**src/rtl/alarm_if.sv**
```systemverilog
// Alarm scheduler bus: time feed, entry writes, user buttons and status outputs.
interface alarm_if;
    logic        tick;
    logic [19:0] cur_time;
    logic        wr_en;
    logic [1:0]  wr_id;
    logic [19:0] wr_time;
    logic        wr_enable;
    logic        snooze;
    logic        dismiss;
    logic        ring;
    logic        snoozing;
    logic [1:0]  active_id;
    logic [3:0]  pending;
    logic [3:0]  alarm_en;
    logic        missed;

    // Driver side: time source, alarm editor and buttons.
    modport master (
        output tick, cur_time, wr_en, wr_id, wr_time, wr_enable, snooze, dismiss,
        input  ring, snoozing, active_id, pending, alarm_en, missed
    );

    // Scheduler side.
    modport slave (
        input  tick, cur_time, wr_en, wr_id, wr_time, wr_enable, snooze, dismiss,
        output ring, snoozing, active_id, pending, alarm_en, missed
    );
endinterface

```
**src/rtl/alarm_scheduler.sv**
```systemverilog
// Four-entry alarm store with ring / snooze / timeout sequencing and a
// pending queue for alarms that match while another one is being serviced.
module alarm_scheduler #(
    parameter int SNOOZE_SEC   = 300,
    parameter int RING_TIMEOUT = 60,
    parameter int MAX_SNOOZE   = 3
) (
    input  logic   clk,
    input  logic   rst,
    alarm_if.slave bus
);
    localparam int              USED_W    = $clog2(MAX_SNOOZE + 1);
    localparam logic [8:0]      RING_LOAD = 9'(RING_TIMEOUT);
    localparam logic [8:0]      SNZ_LOAD  = 9'(SNOOZE_SEC);
    localparam logic [USED_W-1:0] USED_MAX = USED_W'(MAX_SNOOZE);

    typedef enum logic [1:0] {S_IDLE, S_RINGING, S_SNOOZE} state_t;

    logic [19:0]       alarm_time [4];
    logic [3:0]        enable_q;
    logic [3:0]        match, match_q, event_w;
    logic [3:0]        pending_q, pending_d, clr_mask;
    logic [1:0]        pick_id;
    state_t            state_q, state_d;
    logic [8:0]        ring_cnt_q, ring_cnt_d;
    logic [8:0]        snz_cnt_q, snz_cnt_d;
    logic [USED_W-1:0] used_q, used_d;
    logic [1:0]        active_q, active_d;
    logic              missed_q, missed_d;
    logic              kill;

    // Alarm entry store; writes accepted in every state.
    // NOTE: the entry array is reset explicitly because a stale enabled entry
    // would fire after reset; that costs flops instead of plain RAM.
    always_ff @(posedge clk or posedge rst) begin
        if (rst) begin
            for (int i = 0; i < 4; i++) alarm_time[i] <= '0;
            enable_q <= '0;
        end else if (bus.wr_en) begin
            alarm_time[bus.wr_id] <= bus.wr_time;
            enable_q[bus.wr_id]   <= bus.wr_enable;
        end
    end

    // Full 20-bit compare of each enabled entry against live time.
    always_comb begin
        for (int i = 0; i < 4; i++)
            match[i] = enable_q[i] && (alarm_time[i] == bus.cur_time);
    end

    // One event per matching second: rising edge of the match vector.
    assign event_w = match & ~match_q;

    // Lowest pending index wins service.
    always_comb begin
        pick_id = 2'd0;
        for (int i = 3; i >= 0; i--)
            if (pending_q[i]) pick_id = 2'(i);
    end

    // Writing enable=0 to the serviced entry aborts it silently.
    assign kill = bus.wr_en && !bus.wr_enable && (bus.wr_id == active_q);

    // Next-state and counter logic for the ringing controller.
    // NOTE: every combinational output gets a default first so no path
    // through the case statement can leave a latch behind.
    always_comb begin
        state_d    = state_q;
        ring_cnt_d = ring_cnt_q;
        snz_cnt_d  = snz_cnt_q;
        used_d     = used_q;
        active_d   = active_q;
        missed_d   = 1'b0;
        clr_mask   = 4'b0000;
        case (state_q)
            S_IDLE: begin
                if (pending_q != 4'b0000) begin
                    state_d    = S_RINGING;
                    active_d   = pick_id;
                    clr_mask   = 4'b0001 << pick_id;
                    ring_cnt_d = RING_LOAD;
                    used_d     = '0;
                end
            end
            S_RINGING: begin
                if (kill || bus.dismiss) begin
                    state_d = S_IDLE;
                end else if (bus.snooze) begin
                    if (used_q < USED_MAX) begin
                        state_d   = S_SNOOZE;
                        snz_cnt_d = SNZ_LOAD;
                        used_d    = used_q + 1'b1;
                    end else begin
                        state_d = S_IDLE;
                    end
                end else if (bus.tick) begin
                    if (ring_cnt_q == 9'd1) begin
                        state_d  = S_IDLE;
                        missed_d = 1'b1;
                    end else begin
                        ring_cnt_d = ring_cnt_q - 9'd1;
                    end
                end
            end
            S_SNOOZE: begin
                if (kill || bus.dismiss) begin
                    state_d = S_IDLE;
                end else if (bus.tick) begin
                    if (snz_cnt_q == 9'd1) begin
                        state_d    = S_RINGING;
                        ring_cnt_d = RING_LOAD;
                    end else begin
                        snz_cnt_d = snz_cnt_q - 9'd1;
                    end
                end
            end
            default: state_d = S_IDLE;
        endcase
        // Serviced bit drops, new events queue, disabled entries leave the queue.
        pending_d = ((pending_q & ~clr_mask) | event_w) & enable_q;
    end

    // Controller state, counters, queue and match history.
    // NOTE: sequential state uses non-blocking assignments so every register
    // samples the pre-edge value regardless of statement order.
    always_ff @(posedge clk or posedge rst) begin
        if (rst) begin
            state_q    <= S_IDLE;
            ring_cnt_q <= '0;
            snz_cnt_q  <= '0;
            used_q     <= '0;
            active_q   <= '0;
            missed_q   <= 1'b0;
            pending_q  <= '0;
            match_q    <= '0;
        end else begin
            state_q    <= state_d;
            ring_cnt_q <= ring_cnt_d;
            snz_cnt_q  <= snz_cnt_d;
            used_q     <= used_d;
            active_q   <= active_d;
            missed_q   <= missed_d;
            pending_q  <= pending_d;
            match_q    <= match;
        end
    end

    assign bus.ring      = (state_q == S_RINGING);
    assign bus.snoozing  = (state_q == S_SNOOZE);
    assign bus.active_id = active_q;
    assign bus.pending   = pending_q;
    assign bus.alarm_en  = enable_q;
    assign bus.missed    = missed_q;
endmodule

```
**src/flat_wrapper.sv**
```systemverilog
// flat-port wrapper written by rule: the top's interface ports become plain ports
module alarm_scheduler_flat 
#(
    parameter int SNOOZE_SEC   = 300,
    parameter int RING_TIMEOUT = 60,
    parameter int MAX_SNOOZE   = 3
)
  (clk, rst, bus_tick, bus_cur_time, bus_wr_en, bus_wr_id, bus_wr_time, bus_wr_enable, bus_snooze, bus_dismiss, bus_ring, bus_snoozing, bus_active_id, bus_pending, bus_alarm_en, bus_missed);
  alarm_if bus_i ();
  input  logic clk;
  input  logic rst;
  input wire logic [$bits(bus_i.tick)-1:0] bus_tick;
  input wire logic [$bits(bus_i.cur_time)-1:0] bus_cur_time;
  input wire logic [$bits(bus_i.wr_en)-1:0] bus_wr_en;
  input wire logic [$bits(bus_i.wr_id)-1:0] bus_wr_id;
  input wire logic [$bits(bus_i.wr_time)-1:0] bus_wr_time;
  input wire logic [$bits(bus_i.wr_enable)-1:0] bus_wr_enable;
  input wire logic [$bits(bus_i.snooze)-1:0] bus_snooze;
  input wire logic [$bits(bus_i.dismiss)-1:0] bus_dismiss;
  output wire logic [$bits(bus_i.ring)-1:0] bus_ring;
  output wire logic [$bits(bus_i.snoozing)-1:0] bus_snoozing;
  output wire logic [$bits(bus_i.active_id)-1:0] bus_active_id;
  output wire logic [$bits(bus_i.pending)-1:0] bus_pending;
  output wire logic [$bits(bus_i.alarm_en)-1:0] bus_alarm_en;
  output wire logic [$bits(bus_i.missed)-1:0] bus_missed;
  assign bus_i.tick = bus_tick;
  assign bus_i.cur_time = bus_cur_time;
  assign bus_i.wr_en = bus_wr_en;
  assign bus_i.wr_id = bus_wr_id;
  assign bus_i.wr_time = bus_wr_time;
  assign bus_i.wr_enable = bus_wr_enable;
  assign bus_i.snooze = bus_snooze;
  assign bus_i.dismiss = bus_dismiss;
  assign bus_ring = bus_i.ring;
  assign bus_snoozing = bus_i.snoozing;
  assign bus_active_id = bus_i.active_id;
  assign bus_pending = bus_i.pending;
  assign bus_alarm_en = bus_i.alarm_en;
  assign bus_missed = bus_i.missed;
  alarm_scheduler #(.SNOOZE_SEC(SNOOZE_SEC), .RING_TIMEOUT(RING_TIMEOUT), .MAX_SNOOZE(MAX_SNOOZE)) u_core (.clk(clk), .rst(rst), .bus(bus_i));
endmodule
```
**config.mk**
```make
export PLATFORM = sky130hd
export DESIGN_NAME = alarm_scheduler_flat
export DESIGN_NICKNAME = d
export VERILOG_FILES = /design/src/rtl/alarm_if.sv /design/src/rtl/alarm_scheduler.sv /design/src/flat_wrapper.sv
export SDC_FILE = /design/constraint.sdc
export NUM_CORES = 1
export LEC_CHECK = 0
export CAP_MARGIN = 25
export CORE_MARGIN = 3
export CORE_UTILIZATION = 29
export CTS_CLUSTER_SIZE = 20
export DETAILED_ROUTE_END_ITERATION = 8
export DONT_BUFFER_PORTS = 1
export PLACE_DENSITY = 0.55
export SETUP_SLACK_MARGIN = 0.02
export SLEW_MARGIN = 20
export SYNTH_ARGS = -nofsm -noshare
export SYNTH_HDL_FRONTEND = slang
export SYNTH_SLANG_ARGS = --single-unit
```
**constraint.sdc**
```tcl
create_clock -name clk -period 5.81 [get_ports clk]
set_input_delay 1.743 -clock clk [delete_from_list [all_inputs] [get_ports clk]]
set_output_delay 1.743 -clock clk [all_outputs]
set_load 0.05 [all_outputs]
```
Word-level counts from Yosys, hierarchy flattened

Index checks and enable logic that the tools add are counted.

Output and inout port bits: 13
Logic and storage cells: 121
Input port bits: 49
Register bits: 117

Bitwise logic cells: 7
Muxes and demuxes: 48
Shifts and indexed selects: 1
Add/sub/neg operators: 3
Eq/ne operators: 24
Reduce and logical (&&, ||, !) cells: 20
$lt $le $gt $ge: 5

Operator list:

| operator                                            | count |
|---|---|
| 2-to-1 mux 9 bit                                    | 14 |
| bitwise mux 80 bit                                  | 1 |
| equality test 20 bit                                | 4 |
| demux 20 bit (select 2 bit)                         | 1 |
| 2-to-1 mux 2 bit                                    | 17 |
| case mux 9 bit (3 select lines)                     | 1 |
| 2-to-1 mux 20 bit                                   | 1 |
| equality test 9 x 1 -> 1 bit, second input constant | 2 |
| case mux 9 bit (2 select lines)                     | 1 |
| subtractor 9 x 1 -> 9 bit, second input constant    | 2 |
| != test 2 bit, second input constant                | 8 |
| AND 4 bit                                           | 3 |
| AND reduction 5 bit                                 | 2 |
| AND reduction 9 bit                                 | 1 |
| logical AND 1 bit                                   | 8 |
| 2-to-1 mux 4 bit                                    | 2 |
| NOT 4 bit                                           | 2 |
| AND reduction 7 bit                                 | 1 |
| 2-to-1 mux 1 bit                                    | 6 |
| != test 2 x 1 -> 1 bit, second input constant       | 3 |
| case mux 2 bit (3 select lines)                     | 1 |
| bitwise mux 4 bit                                   | 1 |
| != test 4 x 2 -> 1 bit, second input constant       | 1 |
| != test 4 x 3 -> 1 bit, second input constant       | 1 |
| other kinds (23)                                    | 24 |

Logic depth before layout (Yosys ltp)

Depth in word-level cells: 11
Gate-level depth with buffers: 8
Depth with buffers taken out: 7

Least setup slack after synthesis

OpenSTA, ideal clock, no wires.

Path kind: input -> register
Start point: input bus_wr_id[1]
End point: register u_core.ring_cnt_q[6]
Arrival time: 3.092 ns
Slack: 2.592 ns
Cell stages on the path: 6
Path buffers: 1
Required time: 5.684 ns
Path through: xnor2_1 -> a41oi_4 -> a21oi_1 -> or3_1 -> buf_2 -> a221o_1

Cells in the longest elaborated chain, start to end: 5
Elaborated cells between the ends (all ways): 6

RTL lines:

| what                            | line                                          | RTL |
|---|---|---|
| start: declaration              | flat_wrapper.sv:15                            | `input wire logic [$bits(bus_i.wr_id)-1:0] bus_wr_id;` |
| equality test 2 bit *           | alarm_scheduler.sv:62                         | `assign kill = bus.wr_en && !bus.wr_enable && (bus.wr_id == active_q);` |
| logical AND 1 bit *             | alarm_scheduler.sv:62                         |  |
| logical OR 1 bit *              | alarm_scheduler.sv:86, alarm_scheduler.sv:106 |  |
| != test 2 bit (no line)         | -                                             |  |
| AND reduction 9 bit (no line) * | -                                             |  |
| end signal: assignment          | alarm_scheduler.sv:138                        | `ring_cnt_q <= ring_cnt_d;` |
| end: declaration                | alarm_scheduler.sv:25                         | `logic [8:0] ring_cnt_q, ring_cnt_d;` |

Every way passes the cells marked *; elsewhere a longest branch is shown, timed or not.
A chain may end at the register's enable or synchronous reset.

Final worst setup path

Start point: register u_core.state_q[1]
End point: output bus_snoozing

Cells in the longest elaborated chain, start to end: 1

RTL lines:

| what                     | line                   | RTL |
|---|---|---|
| start: declaration       | alarm_scheduler.sv:24  | `state_t state_q, state_d;` |
| start signal: assignment | alarm_scheduler.sv:137 | `state_q <= state_d;` |
| equality test 2 bit      | alarm_scheduler.sv:149 | `assign bus.snoozing = (state_q == S_SNOOZE);` |
| end: declaration         | flat_wrapper.sv:21     | `output wire logic [$bits(bus_i.snoozing)-1:0] bus_snoozing;` |

Every way passes these cells.

==> impl_metrics.py <==
metrics = {
    "critical_path": {
        "slowest_delay_ps": 540,
        "crit_buf_inv": 1,
        "required_ps": 4070,
        "startpoint_type": "flip-flop",
        "cpLargestDelayFamily": "flip-flops",
        "end_kind": "output pin",
        "cp_slowest_cell": "dfrtp_1",
        "critical_path_class": "reg -> out",
        "critical_path_peak_fanout": 12,
        "worstPathArrival_ps": 1700,
        "cp_cell_sequence": "nand2b_1, inv_1",
    },
    "cts": {
        "cts_hold_buf": 0,
        "cts_sinks": 117,
        "cts_setup_buffers": 0,
        "h-tree-depth": 4,
        "path_clk_slew_ps": 60,
        "cts_tree": "yes",
        "cts_max_path_buffers": 2,
        "clock_latency_ps": 410,
        "clock-root-buffer": "clkbuf_16",
        "cts_resized": 0,
        "cts_buffers": 17,
    },
    "detailed_routing": {
        "first_pass_iters": 4,
        "drtIter0Drc": 205,
        "wl_mm": 14.36,
        "wl_per_cell_um": 18.37,
        "drc_errors": 0,
        "viasPerCell": 4.932,
        "num_vias": 3857,
        "ant_nets": 0,
    },
    "synth": {
        "synth_edf_count": 0,
        "synthesis.nets": 552,
        "synth_seq_cells": 117,
        "yosysTopAreaCell": "dfrtp_1",
        "synthCells": 498,
        "synth_top_area_share_pct": 50.12,
        "synthArstFlopShare_pct": 100.0,
        "ys.flop_type": "dfrtp_1",
        "synth_seq_area_share_pct": 50.12,
        "synthTopCellsByArea": "dfrtp_1 50%, mux2_2 15%, xnor2_1 6.7%, xor2_1 5.5%, nor4_1 1.6%",
        "ys_types": 53,
        "netlist_area_um2": 5842,
        "yosys_warnings": 0,
        "avgSynthCellArea_um2": 11.73,
    },
    "timing": {
        "fin_crit_sh_pct": 59.21,
        "rsz0062_at_grt": "false",
        "tightest_slew_ps": 686.7,
        "fin_tns_setup_ps": 0,
        "clock.fmax_mhz": 290.7,
        "finalHoldViolations": 0,
        "finalMaxSlewViolations": 0,
        "finalSetupViolCount": 0,
        "whs_ps": 442.8,
        "min_period_ps": 3440,
        "relSlewSlack_pct": 53.80,
        "clock_skew_ps": 5.586,
        "fin_ws_ps": 2370,
    },
    "floorplan": {
        "row_count": 51,
        "pin_count": 62,
        "start_util_pct": 29.72,
        "die_w_um": 147.9,
        "die-area_um2": 21880,
        "die_y_um": 147.9,
        "core_region_area_um2": 19650,
    },
    "pwr": {
        "p_sw_share_pct": 28.74,
        "p_int_mw": 1.917,
        "switching_power_mw": 0.7732,
        "p_leak_nw": 2.768,
        "ir_worst_vdd_uv": 188.8,
        "cellPowerDensity_nw_per_um2": 396.3,
        "power_frac_clock_pct": 40.4,
        "pwr-share-comb_pct": 17.9,
        "pwr-share-seq_pct": 41.7,
        "power.total_mw": 2.690,
    },
    "cells_and_area": {
        "antenna_cells": 0,
        "mostFrequentLayoutCell": "dfrtp_1",
        "final_cell_mix": "117 x dfrtp_1, 80 x mux2_2, 45 x xnor2_1",
        "fin_nets": 559,
        "fin_area_um2": 6789,
        "area_growth_pct": 16.21,
        "drive_above_1_share_pct": 24.18,
    },
    "placement": {
        "dpl_cell_area_um2": 6173,
        "port_buffers": 0,
        "place_ws_ps": 2295,
        "dp_hpwl_mm": 10.63,
        "gp_congestion": 0.8512,
    },
    "global_route": {
        "grt_pass1_vias": 4079,
        "globalRouteOverflowTotal": 0,
        "antenna_found_initial": 0,
        "grt_pass1_wl_mm": 23.16,
        "grt_max_degree": 59,
        "grt_usage_pct": 13.96,
    },
    "status": {
        "outcome": "finished clean",
    },
    "hold_path": {
        "worst_hold_path_type": "reg -> reg",
    },
    "job": {
        "drv_cap": 0,
    },
}
[through the flow]
stage,utilization [%],instances
floorplan,-,498
global placement,31.27,750
detailed placement,31.41,751
CTS,34.54,782
global route,34.54,782
finish,34.54,782
[power groups by stage]
stage	clock, mW	combinational [mW]	sequential, mW
2_1_floorplan	0	0.399	1.09
3_3_place_gp	0	0.470	1.12
3_5_place_dp	0	0.486	1.13
4_1_cts	1.11	0.489	1.12
5_1_grt	1.15	0.540	1.14
6_report	1.09	0.482	1.12
[registers in the layout (all words and copies together) (netlist names)]
| signal | flops |
|---|---|
| u_core.ring_cnt_q | 9 |
| u_core.state_q | 2 |
| u_core.bus.missed | 1 |
| u_core.match_q | 4 |
| u_core.bus.active_id | 2 |
| u_core.bus.pending | 4 |
| u_core.used_q | 2 |
| u_core.alarm_time | 80 |
| u_core.snz_cnt_q | 9 |
| u_core.bus.alarm_en | 4 |
[metal layers]
layer	vias up	routed length, um	GRT usage [%]
met3	14	1054	5.028
met1	1950	6355	18.36
li1	1793	-	-
met5	-	0	0
met4	0	158	3.741
met2	100	6795	21.95
[worst paths after layout]
path | start | end | slack (ps) | cells after the start
setup / recovery | u_core.state_q[1] | bus_snoozing | 2370 | 2
hold / removal | u_core.match_q[0] | u_core.bus.pending[0] | 440 | 1
setup reg to reg | u_core.bus.active_id[0] | u_core.ring_cnt_q[6] | 3300 | 5
hold reg to reg | u_core.match_q[0] | u_core.bus.pending[0] | 440 | 1
max in group asynchronous | rst | u_core.alarm_time[14] | 3500 | 3
min in group asynchronous | rst | u_core.ring_cnt_q[8] | 1190 | 1
[cells by family (layout without fill, tap and decap cells)]
group / Yosys count / count (layout) / synth area share, %
flops: 117 / 117 / 50.12
mux: 80 / 80 / 15.42
xor+xnor: 82 / 82 / 12.29
buf+inv: 33 / 52 / 2.206
compound gates: 61 / 61 / 7.647
fa+ha+maj: 5 / 5 / 1.071
simple gates: 120 / 120 / 11.24
[synth_stat cells, drive strengths merged, types with 4 or more instances]
| master | number |
|---|---|
| nor4 | 15 |
| nor2 | 21 |
| nand2b | 4 |
| mux2 | 80 |
| a31oi | 4 |
| nand2 | 24 |
| o31ai | 5 |
| nand3 | 5 |
| clkbuf | 9 |
| xor2 | 37 |
| and3 | 10 |
| ha | 5 |
| o21ai | 16 |
| a21oi | 9 |
| or3 | 4 |
| xnor2 | 45 |
| inv | 15 |
| dfrtp | 117 |
| nand4 | 12 |
| buf | 9 |
| nor3 | 8 |
[area by class of cell]
cell class                      count  area, um2
Clock inverter                     11      148.9
Fill cell                        1990      12860
Multi-Input combinational cell    348       2790
Timing Repair Buffer                6      65.06
Clock buffer                       20      466.7
Sequential cell                   117       2928
Inverter                           15      58.81
Tap cell                          265      331.6
Power figures use the tool's default switching activity.
